$ cat src/rtl/conv_pkg.sv
// conv_pkg: shared definitions for the convolution engine sequencer.
//   - FSM state encodings (3 bits, plain localparams so older tools can use them)
//   - default image/kernel geometry, also used by the top-level controller
//     and the RAM wrappers
//   - clog2_min1: clog2 that never returns 0, used to size counters and addresses
package conv_pkg;

  localparam logic [2:0] ST_IDLE  = 3'd0;
  localparam logic [2:0] ST_FETCH = 3'd1;
  localparam logic [2:0] ST_DRAIN = 3'd2;
  localparam logic [2:0] ST_WRITE = 3'd3;
  localparam logic [2:0] ST_DONE  = 3'd4;

  localparam int CONV_IMG_W = 8;
  localparam int CONV_IMG_H = 8;
  localparam int CONV_K     = 3;

  function automatic int clog2_min1(input int v);
    return (v > 1) ? $clog2(v) : 1;
  endfunction

endpackage

$ cat src/rtl/conv_engine_ctrl_if.sv
// conv_engine_ctrl_if: RAM-side bus of the convolution sequencer.
// Ports / members:
//   ifmd_rd_addr/ifmd_rd_data : IFMD RAM read (data signed, 1-cycle latency)
//   kern_rd_addr/kern_rd_data : kernel RAM read (data signed, 1-cycle latency)
//   ofmd_wr_en/addr/data      : OFMD RAM write
// Modports: master = sequencer, slave = RAM wrappers.
interface conv_engine_ctrl_if #(
  parameter int IF_AW  = 6,
  parameter int KN_AW  = 4,
  parameter int OF_AW  = 6,
  parameter int DATA_W = 8,
  parameter int ACC_W  = 20
);

  logic [IF_AW-1:0]  ifmd_rd_addr;
  logic [DATA_W-1:0] ifmd_rd_data;
  logic [KN_AW-1:0]  kern_rd_addr;
  logic [DATA_W-1:0] kern_rd_data;
  logic              ofmd_wr_en;
  logic [OF_AW-1:0]  ofmd_wr_addr;
  logic [ACC_W-1:0]  ofmd_wr_data;

  modport master (
    output ifmd_rd_addr, kern_rd_addr, ofmd_wr_en, ofmd_wr_addr, ofmd_wr_data,
    input  ifmd_rd_data, kern_rd_data
  );

  modport slave (
    input  ifmd_rd_addr, kern_rd_addr, ofmd_wr_en, ofmd_wr_addr, ofmd_wr_data,
    output ifmd_rd_data, kern_rd_data
  );

endinterface

$ cat src/rtl/conv_mac.sv
// conv_mac: signed DATA_W x DATA_W multiply, sign-extended into a wrapping
// ACC_W accumulator.
// Ports:
//   clk, rst   : clock, synchronous active-high reset
//   clr        : clear accumulator (wins over acc_en)
//   acc_en     : add a*b to accumulator
//   a, b       : signed operands
//   acc        : accumulator value
module conv_mac #(
  parameter int DATA_W = 8,
  parameter int ACC_W  = 20
) (
  input  logic              clk,
  input  logic              rst,
  input  logic              clr,
  input  logic              acc_en,
  input  logic [DATA_W-1:0] a,
  input  logic [DATA_W-1:0] b,
  output logic [ACC_W-1:0]  acc
);

  logic [2*DATA_W-1:0] a_ext, b_ext, prod;
  logic [ACC_W-1:0]    prod_ext;
  logic [ACC_W-1:0]    acc_d, acc_q;

  // Sign-extending both operands to the product width lets a plain
  // (unsigned) multiply produce the correct two's-complement product.
  assign a_ext    = {{DATA_W{a[DATA_W-1]}}, a};
  assign b_ext    = {{DATA_W{b[DATA_W-1]}}, b};
  assign prod     = a_ext * b_ext;
  assign prod_ext = {{(ACC_W-2*DATA_W){prod[2*DATA_W-1]}}, prod};

  always_comb begin
    acc_d = acc_q;
    if (clr)         acc_d = '0;
    else if (acc_en) acc_d = acc_q + prod_ext;
  end

  always_ff @(posedge clk) begin
    if (rst) acc_q <= '0;
    else     acc_q <= acc_d;
  end

  assign acc = acc_q;

endmodule

$ cat src/rtl/conv_engine_ctrl.sv
// conv_engine_ctrl: convolution engine sequencer. On conv_start it walks every
// valid (stride 1, no padding) output position, reads the KxK window and the
// kernel, accumulates, writes one OFMD word per position, then raises conv_done
// until conv_start falls.
// Ports:
//   clk, rst    : clock, synchronous active-high reset
//   conv_start  : level request from the top-level controller
//   conv_done   : map complete, held while conv_start stays high
//   bus         : conv_engine_ctrl_if.master (IFMD/kernel reads, OFMD write)
// Build option: CONV_RELU_EN clamps negative results to 0 on write.
//
// state | meaning
// IDLE  | waiting for conv_start, all outputs 0
// FETCH | issue one tap per cycle, accumulate previous tap
// DRAIN | accumulate last tap
// WRITE | one-cycle OFMD write, advance output position
// DONE  | conv_done high until conv_start drops
module conv_engine_ctrl
  import conv_pkg::*;
#(
  parameter int IMG_W  = CONV_IMG_W,
  parameter int IMG_H  = CONV_IMG_H,
  parameter int K      = CONV_K,
  parameter int DATA_W = 8,
  parameter int ACC_W  = 20
) (
  input  logic clk,
  input  logic rst,
  input  logic conv_start,
  output logic conv_done,
  conv_engine_ctrl_if.master bus
);

  localparam int OW    = IMG_W - K + 1;
  localparam int OH    = IMG_H - K + 1;
  localparam int IF_AW = clog2_min1(IMG_W * IMG_H);
  localparam int KN_AW = clog2_min1(K * K);
  localparam int OF_AW = clog2_min1(OW * OH);
  localparam int XW    = clog2_min1(K);
  localparam int OXW   = clog2_min1(OW);
  localparam int OYW   = clog2_min1(OH);

  logic [2:0]     state_d, state_q;
  logic [XW-1:0]  kx_d, kx_q, ky_d, ky_q;
  logic [OXW-1:0] ox_d, ox_q;
  logic [OYW-1:0] oy_d, oy_q;
  logic           mac_clr, mac_en;
  logic           last_pix;
  logic [ACC_W-1:0] acc;

  assign last_pix = (ox_q == OXW'(OW-1)) && (oy_q == OYW'(OH-1));

  always_comb begin
    state_d = state_q;
    kx_d    = kx_q;
    ky_d    = ky_q;
    ox_d    = ox_q;
    oy_d    = oy_q;
    mac_clr = 1'b0;
    mac_en  = 1'b0;
    case (state_q)
      ST_IDLE: begin
        if (conv_start) begin
          state_d = ST_FETCH;
          kx_d    = '0;
          ky_d    = '0;
          ox_d    = '0;
          oy_d    = '0;
          mac_clr = 1'b1;
        end
      end
      ST_FETCH: begin
        // Data for the tap issued last cycle is on the read bus now; tap 0
        // has no predecessor within this pixel.
        mac_en = (kx_q != '0) || (ky_q != '0);
        if (kx_q == XW'(K-1)) begin
          kx_d = '0;
          if (ky_q == XW'(K-1)) begin
            ky_d    = '0;
            state_d = ST_DRAIN;
          end else begin
            ky_d = ky_q + XW'(1);
          end
        end else begin
          kx_d = kx_q + XW'(1);
        end
      end
      ST_DRAIN: begin
        mac_en  = 1'b1;
        state_d = ST_WRITE;
      end
      ST_WRITE: begin
        mac_clr = 1'b1;
        if (last_pix) begin
          state_d = ST_DONE;
        end else begin
          state_d = ST_FETCH;
          if (ox_q == OXW'(OW-1)) begin
            ox_d = '0;
            oy_d = oy_q + OYW'(1);
          end else begin
            ox_d = ox_q + OXW'(1);
          end
        end
      end
      ST_DONE: begin
        if (!conv_start) state_d = ST_IDLE;
      end
      default: state_d = ST_IDLE;
    endcase
  end

  always_ff @(posedge clk) begin
    if (rst) begin
      state_q <= ST_IDLE;
      kx_q    <= '0;
      ky_q    <= '0;
      ox_q    <= '0;
      oy_q    <= '0;
    end else begin
      state_q <= state_d;
      kx_q    <= kx_d;
      ky_q    <= ky_d;
      ox_q    <= ox_d;
      oy_q    <= oy_d;
    end
  end

  conv_mac #(.DATA_W(DATA_W), .ACC_W(ACC_W)) u_mac (
    .clk    (clk),
    .rst    (rst),
    .clr    (mac_clr),
    .acc_en (mac_en),
    .a      (bus.ifmd_rd_data),
    .b      (bus.kern_rd_data),
    .acc    (acc)
  );

  // Addresses are decoded straight from the tap/position flops, so they are
  // stable for the whole cycle and the RAM returns data on the next one.
  assign bus.ifmd_rd_addr = (state_q == ST_FETCH)
      ? (IF_AW'(oy_q) + IF_AW'(ky_q)) * IF_AW'(IMG_W) + IF_AW'(ox_q) + IF_AW'(kx_q)
      : '0;
  assign bus.kern_rd_addr = (state_q == ST_FETCH)
      ? KN_AW'(ky_q) * KN_AW'(K) + KN_AW'(kx_q)
      : '0;

  assign bus.ofmd_wr_en   = (state_q == ST_WRITE);
  assign bus.ofmd_wr_addr = (state_q == ST_WRITE)
      ? OF_AW'(oy_q) * OF_AW'(OW) + OF_AW'(ox_q)
      : '0;
`ifdef CONV_RELU_EN
  assign bus.ofmd_wr_data = (state_q == ST_WRITE && !acc[ACC_W-1]) ? acc : '0;
`else
  assign bus.ofmd_wr_data = (state_q == ST_WRITE) ? acc : '0;
`endif

  assign conv_done = (state_q == ST_DONE);

endmodule
$ cat src/flat_wrapper.sv
// flat-port wrapper written by rule: the top's interface ports become plain ports
module conv_engine_ctrl_flat import conv_pkg::*;
#(
  parameter int IMG_W  = CONV_IMG_W,
  parameter int IMG_H  = CONV_IMG_H,
  parameter int K      = CONV_K,
  parameter int DATA_W = 8,
  parameter int ACC_W  = 20
)
  (clk, rst, conv_start, conv_done, bus_ifmd_rd_addr, bus_kern_rd_addr, bus_ofmd_wr_en, bus_ofmd_wr_addr, bus_ofmd_wr_data, bus_ifmd_rd_data, bus_kern_rd_data);
  conv_engine_ctrl_if #(.DATA_W(DATA_W), .ACC_W(ACC_W)) bus_i ();
  input  logic clk;
  input  logic rst;
  input  logic conv_start;
  output logic conv_done;
  output wire logic [$bits(bus_i.ifmd_rd_addr)-1:0] bus_ifmd_rd_addr;
  output wire logic [$bits(bus_i.kern_rd_addr)-1:0] bus_kern_rd_addr;
  output wire logic [$bits(bus_i.ofmd_wr_en)-1:0] bus_ofmd_wr_en;
  output wire logic [$bits(bus_i.ofmd_wr_addr)-1:0] bus_ofmd_wr_addr;
  output wire logic [$bits(bus_i.ofmd_wr_data)-1:0] bus_ofmd_wr_data;
  input wire logic [$bits(bus_i.ifmd_rd_data)-1:0] bus_ifmd_rd_data;
  input wire logic [$bits(bus_i.kern_rd_data)-1:0] bus_kern_rd_data;
  assign bus_ifmd_rd_addr = bus_i.ifmd_rd_addr;
  assign bus_kern_rd_addr = bus_i.kern_rd_addr;
  assign bus_ofmd_wr_en = bus_i.ofmd_wr_en;
  assign bus_ofmd_wr_addr = bus_i.ofmd_wr_addr;
  assign bus_ofmd_wr_data = bus_i.ofmd_wr_data;
  assign bus_i.ifmd_rd_data = bus_ifmd_rd_data;
  assign bus_i.kern_rd_data = bus_kern_rd_data;
  conv_engine_ctrl #(.IMG_W(IMG_W), .IMG_H(IMG_H), .K(K), .DATA_W(DATA_W), .ACC_W(ACC_W)) u_core (.clk(clk), .rst(rst), .conv_start(conv_start), .conv_done(conv_done), .bus(bus_i));
endmodule
$ cat config.mk
export PLATFORM = sky130hd
export DESIGN_NAME = conv_engine_ctrl_flat
export DESIGN_NICKNAME = d
export VERILOG_FILES = /design/src/rtl/conv_pkg.sv /design/src/rtl/conv_engine_ctrl_if.sv /design/src/rtl/conv_mac.sv /design/src/rtl/conv_engine_ctrl.sv /design/src/flat_wrapper.sv
export SDC_FILE = /design/constraint.sdc
export NUM_CORES = 1
export LEC_CHECK = 0
export CAP_MARGIN = 10
export CORE_MARGIN = 3
export CORE_UTILIZATION = 35
export CTS_BUF_LIST = sky130_fd_sc_hd__clkbuf_8
export DETAILED_ROUTE_END_ITERATION = 8
export GPL_TIMING_DRIVEN = 0
export PLACE_DENSITY = 0.62
export SYNTH_ARGS = -nofsm -noshare
export SYNTH_HDL_FRONTEND = slang
export SYNTH_SLANG_ARGS = --single-unit
$ cat constraint.sdc
create_clock -name clk -period 8.08 [get_ports clk]
set_clock_uncertainty 0.2 [all_clocks]
set_input_delay 2.424 -clock clk [delete_from_list [all_inputs] [get_ports clk]]
set_output_delay 2.424 -clock clk [all_outputs]
set_load 0.005 [all_outputs]
Word-level counts from Yosys, hierarchy flattened
Cells that the tools add are included.
{"block": "totals", "register_bits": 33, "in_bits": 19, "out_inout_bits": 38, "elab_cells": 72}
{"block": "op_classes", "add_sub_neg": 10, "n_mul": 3, "n_eq_ne": 14, "muxes": 26, "n_reduce_logical": 13}
{"cell": "3-bit two-way mux", "count": 10}
{"cell": "20-bit adder", "count": 1}
{"cell": "20-bit two-way mux", "count": 1}
{"cell": "8-bit by 8-bit multiplier with 16-bit output", "count": 1}
{"cell": "3-bit case mux with 5 select lines", "count": 1}
{"cell": "6-bit by 3-bit adder with 6-bit output", "count": 2}
{"cell": "6-bit two-way mux", "count": 2}
{"cell": "3-bit case mux with 2 select lines", "count": 2}
{"cell": "3-bit equality test, second input constant", "count": 3}
{"cell": "2-bit two-way mux", "count": 4}
{"cell": "2-bit case mux with 2 select lines", "count": 2}
{"cell": "4-bit AND reduction", "count": 2}
{"cell": "2-bit nonzero test", "count": 4}
{"cell": "3-bit by 1-bit adder with 3-bit output, second input constant", "count": 2}
{"cell": "6-bit by 2-bit adder with 6-bit output", "count": 1}
{"cell": "3-bit by 2-bit equality test with 1-bit output, second input constant", "count": 2}
{"cell": "2-bit by 1-bit inequality test with 1-bit output, second input constant", "count": 3}
{"cell": "2-bit inequality test, second input constant", "count": 3}
{"cell": "3-bit AND reduction", "count": 2}
{"cell": "3-bit by 2-bit multiplier with 5-bit output, second input constant", "count": 1}
{"cell": "2-bit by 1-bit adder with 2-bit output, second input constant", "count": 2}
{"cell": "4-bit by 2-bit adder with 4-bit output", "count": 1}
{"cell": "2-bit equality test, second input constant", "count": 2}
{"cell": "2-bit by 2-bit multiplier with 4-bit output, second input constant", "count": 1}
{"cell": "other kinds (10)", "count": 11}

Depth between registers and ports, before layout
Gate-level depths: netlist (run 1).
{"block": "logic_depth", "word_depth": 4, "ltp_mapped": 26, "mapped_depth_nobuf": 26}

Cells and area by module
A second synthesis (run 1) with hierarchy kept.
{"block": "unflattened", "hier_cells": 655, "area_unflattened_um2": 5570.3}
{"mod": "conv_mac", "instances": 1, "cells_per_inst": 483, "area_per_inst_um2": 4167.7, "seq_area_each_um2": 400.4}
{"mod": "conv_engine_ctrl", "instances": 1, "cells_per_inst": 172, "area_per_inst_um2": 1402.6, "seq_area_each_um2": 260.2}

Least setup slack after synthesis (run 1)
Ideal clock, no wire load.
{"block": "synth_timing", "path_type": "input to register", "startpoint": "in bus_kern_rd_data[3]", "endpoint": "reg u_core.u_mac.acc_q[19], in the netlist u_core.u_mac.acc[19]", "arrival_ps": 7526, "t_required_ps": 7763, "slack_ps": 237, "path_stages": 24, "path_buffers": 0, "path_cell_list": "and2_1 -> fa_1 -> inv_1 -> fa_1 -> inv_1 -> fa_1 -> inv_1 -> fa_1 -> inv_1 -> ha_1 -> a21oi_1 -> inv_1 -> a21oi_1 -> a311o_1 -> xnor2_2 -> ha_1 -> a21o_1 -> a21o_1 -> a21oi_1 -> o21ai_0 -> a21oi_1 -> xnor2_1 -> a21oi_1 -> nand2b_1"}
{"block": "synth_via", "elab_chain_len": 2}
{"element": "from (decl)", "line": "flat_wrapper.sv:22", "rtl": "input wire logic [$bits(bus_i.kern_rd_data)-1:0] bus_kern_rd_data;"}
{"element": "8-bit by 8-bit multiplier with 16-bit output", "line": "conv_mac.sv:30", "rtl": "assign prod = a_ext * b_ext;"}
{"element": "20-bit adder", "line": "conv_mac.sv:36", "rtl": "else if (acc_en) acc_d = acc_q + prod_ext;"}
{"element": "to (signal assigned)", "line": "conv_mac.sv:40", "rtl": "if (rst) acc_q <= '0;"}
{"element": "to (signal assigned)", "line": "conv_mac.sv:41", "rtl": "else acc_q <= acc_d;"}
{"element": "to (decl)", "line": "conv_mac.sv:24", "rtl": "logic [ACC_W-1:0] acc_d, acc_q;"}
No other way between the ends.
A chain may end at the register's enable or synchronous reset.

Worst setup path after layout (run 1)
{"block": "layout_timing", "startpoint": "in bus_kern_rd_data[4]", "endpoint": "reg u_core.u_mac.acc_q[19], in the netlist u_core.u_mac.acc[19]"}
The elaborated chain is that of the path after synthesis.

==> results of run 1 <==
==> power by group <==
| group | total [mW] | leakage (nW) | internal (mW) | switching (mW) |
|---|---|---|---|---|
| Clock | 0.192 | 0.0681 | 0.123 | 0.0691 |
| Sequential | 0.183 | 0.267 | 0.173 | 0.0103 |
| Combinational | 1.79 | 2.65 | 0.870 | 0.921 |
==> cell families after synthesis <==
logic type,share of synthesized area (%)
buffers and inverters,8.62
AO/OA/AOI/OAI,11.8
flip-flops,12.2
multiplexers,2.42
XOR/XNOR,7.56
adder cells (fa/ha/maj),37.6
AND/OR/NAND/NOR,19.8
==> per-stage QoR <==
step                setup WS [ps]  power [mW]  instance area (sq um)
floorplan                     237        1.45                   5430
global placement             -816        1.68                   6210
detailed placement           -912        1.71                   6210
CTS                          9.05        2.02                   6410
global route                -45.3        2.40                   6450
finish                        226        2.17                   6450
==> critical path: stages <==
cell and delay, ps:
buf_2 150, and2_4 170, fa_1 530, inv_1 50, fa_1 480, inv_1 60
fa_1 530, inv_1 50, fa_1 520, inv_1 60, ha_4 260, a21oi_2 190
o21bai_1 100, a21oi_2 180, o21ai_1 130, a21o_1 210, a21oi_2 150, xnor2_1 180
ha_1 300, a21o_1 220, a31oi_1 200, o21ai_0 120, a21oi_1 160, xnor2_1 160
a21oi_1 90, nand2b_1 140
==> repair_timing <==
item / CTS / global route
gates resized for setup: 47 / 53
endpoints found under the hold margin: 0 / 0
pin swaps: 5 / 14
endpoints found under the setup margin: 7 / 5
buffers inserted: 4 / 3
==> cells in the mapped netlist, types with 3 or more instances <==
master	n	area share [%]
nor2b_1	11	1.3
fa_1	62	23
mux2i_1	12	2.2
clkbuf_1	6	0.41
nand4_1	6	0.69
a21oi_1	41	3.8
ha_1	64	15
a211oi_1	7	0.97
xnor2_1	33	5.3
dfxtp_1	33	12
xor2_1	12	1.9
o21ai_1	3	0.28
inv_1	99	6.8
nor3_1	9	0.83
nand3_1	12	1.1
and3_1	6	0.69
nand2_1	36	2.5
and2_1	68	7.8
a21o_1	11	1.5
nand2b_1	4	0.46
o21ai_0	13	1.2
a31oi_1	4	0.46
buf_2	6	0.55
nor2_1	47	3.3
o21bai_1	4	0.55
==> registers in the layout, indices dropped and copies added (netlist names) <==
signal / flops
u_core.u_mac.acc: 20
u_core.ox_q: 3
u_core.oy_q: 3
u_core.state_q: 3
u_core.kx_q: 2
u_core.ky_q: 2
==> path summary, 6_finish.rpt <==
check | to | slack, ps | depth (start not counted)
setup / recovery | u_core.u_mac.acc[19] | 230 | 26
setup reg to reg | u_core.u_mac.acc[14] | 5240 | 10
hold / removal | u_core.u_mac.acc[6] | 300 | 2
hold reg to reg | u_core.u_mac.acc[6] | 300 | 2
==> per-layer routing <==
layer / global-route usage, % / vias up / wire length, um
li1: - / 2193 / -
met1: 20.0 / 2149 / 5590
met2: 24.7 / 41 / 6040
met3: 2.28 / 12 / 276
met4: 2.18 / 0 / 107
met5: 0 / - / 0
==> layout make-up <==
cell class                 count  area share, %
buffer                        14           1.49
sequential                    33           10.2
clock buffer                   5           1.07
inverter                      99           5.76
clock inverter                 3           1.01
tap                          184           3.57
timing repair buffer          62           8.24
multi-input combinational    492           68.6
==> qor.yml, run 1 <==
run_status: "complete, no violations"
finalNonFillerCells: 892
overflow: 0
io_pins: 57
hold_violations: 0
placementRows: 44
ys_seq_elements: 33
yosysWarnings: 0
clock.fmax_mhz: 127
r2r-start: "u_core.u_mac.acc[0]"
endpoint_kind: "register"
finalSetupViolCount: 0
core-area_sq_um: 14900
final_max_slew_viol_count: 0
clk_latency_ps: 290
synth-edff-count: 0
routedWlPerCell_um: 13.5
grt_max_degree: 12
leakagePower_nw: 2.98
grt_pass1_wl_um: 20500
startpoint: "bus_kern_rd_data[4]"
fillers: 1481
multi_input_area_sq_um: 4430
finalNetCount: 852
clockRootBuffer: "clkbuf_8"
drv_cap: 0
whs_ps: 300
layout_commonest_cell: "inv_1"
min_period_ps: 7850
dp_hpwl_um: 9780
antenna_found_initial: 0
dr.pass1.iters: 4
grt_pass1_vias: 4494
viasPerCell: 4.93
htreeDepth: 2
yosysSeqAreaShare_pct: 12.2
drive_gt1_share_pct: 11.3
path_clk_slew_ps: 80
worst_slew_pin_slew_ps: 1080
cts_sinks: 33
place.gp.congestion: 0.846
final_cell_mix: "98 x inv_1, 65 x and2_1, 60 x fa_1, 57 x ha_1, 47 x nor2_1"
async_flop_share_pct: 0
drt.antenna.violating_nets: 0
ys_types: 48
syn2layout_area_growth_pct: 18.9
setup_tns_ps: 0
hp-start: "u_core.u_mac.acc[6]"
drc_errors: 0
drt_iter0_drc: 153
power_density_nw_per_um2: 335
final_util_pct: 43.4
dieArea_sq_um: 17000
slew_headroom_pct: 26.3
num_antenna_cells: 0
clockBufferDepth: 2
die_h_um: 131
synth_fp_nets: 783
syn_area_per_cell_sq_um: 8.51
ir_drop_mv: 0.207
synth_ff_type: "dfxtp_1"
criticalPathCategory: "primary input to register"
track_usage_pct: 14.5
dieWidth_um: 131
vias: 4395
cts_buffers: 5
cp_data_arrival_time_ps: 7850
finalWirelength_um: 12000
worst_hold_path_type: "register to register"
cts_tree: "yes"
path_max_fanout: 8
port_buffers: 55
cp_data_required_time_ps: 8070
post-route-period-util_pct: 97.2
cts_hold_buf: 0
placedCellCount: 877
netlist_instances: 638
synth_area_sq_um: 5430
start_util_pct: 36.5
seqCellArea_sq_um: 661
start_kind: "primary input"
No activity file was read; power rests on OpenSTA's default activity.
==> inputs of run 2 (changes only) <==
- CTS_CLUSTER_SIZE: unset -> 8
==> results of run 2 <==
No change in the layout: final DEF, timing and power equal those of run 1.
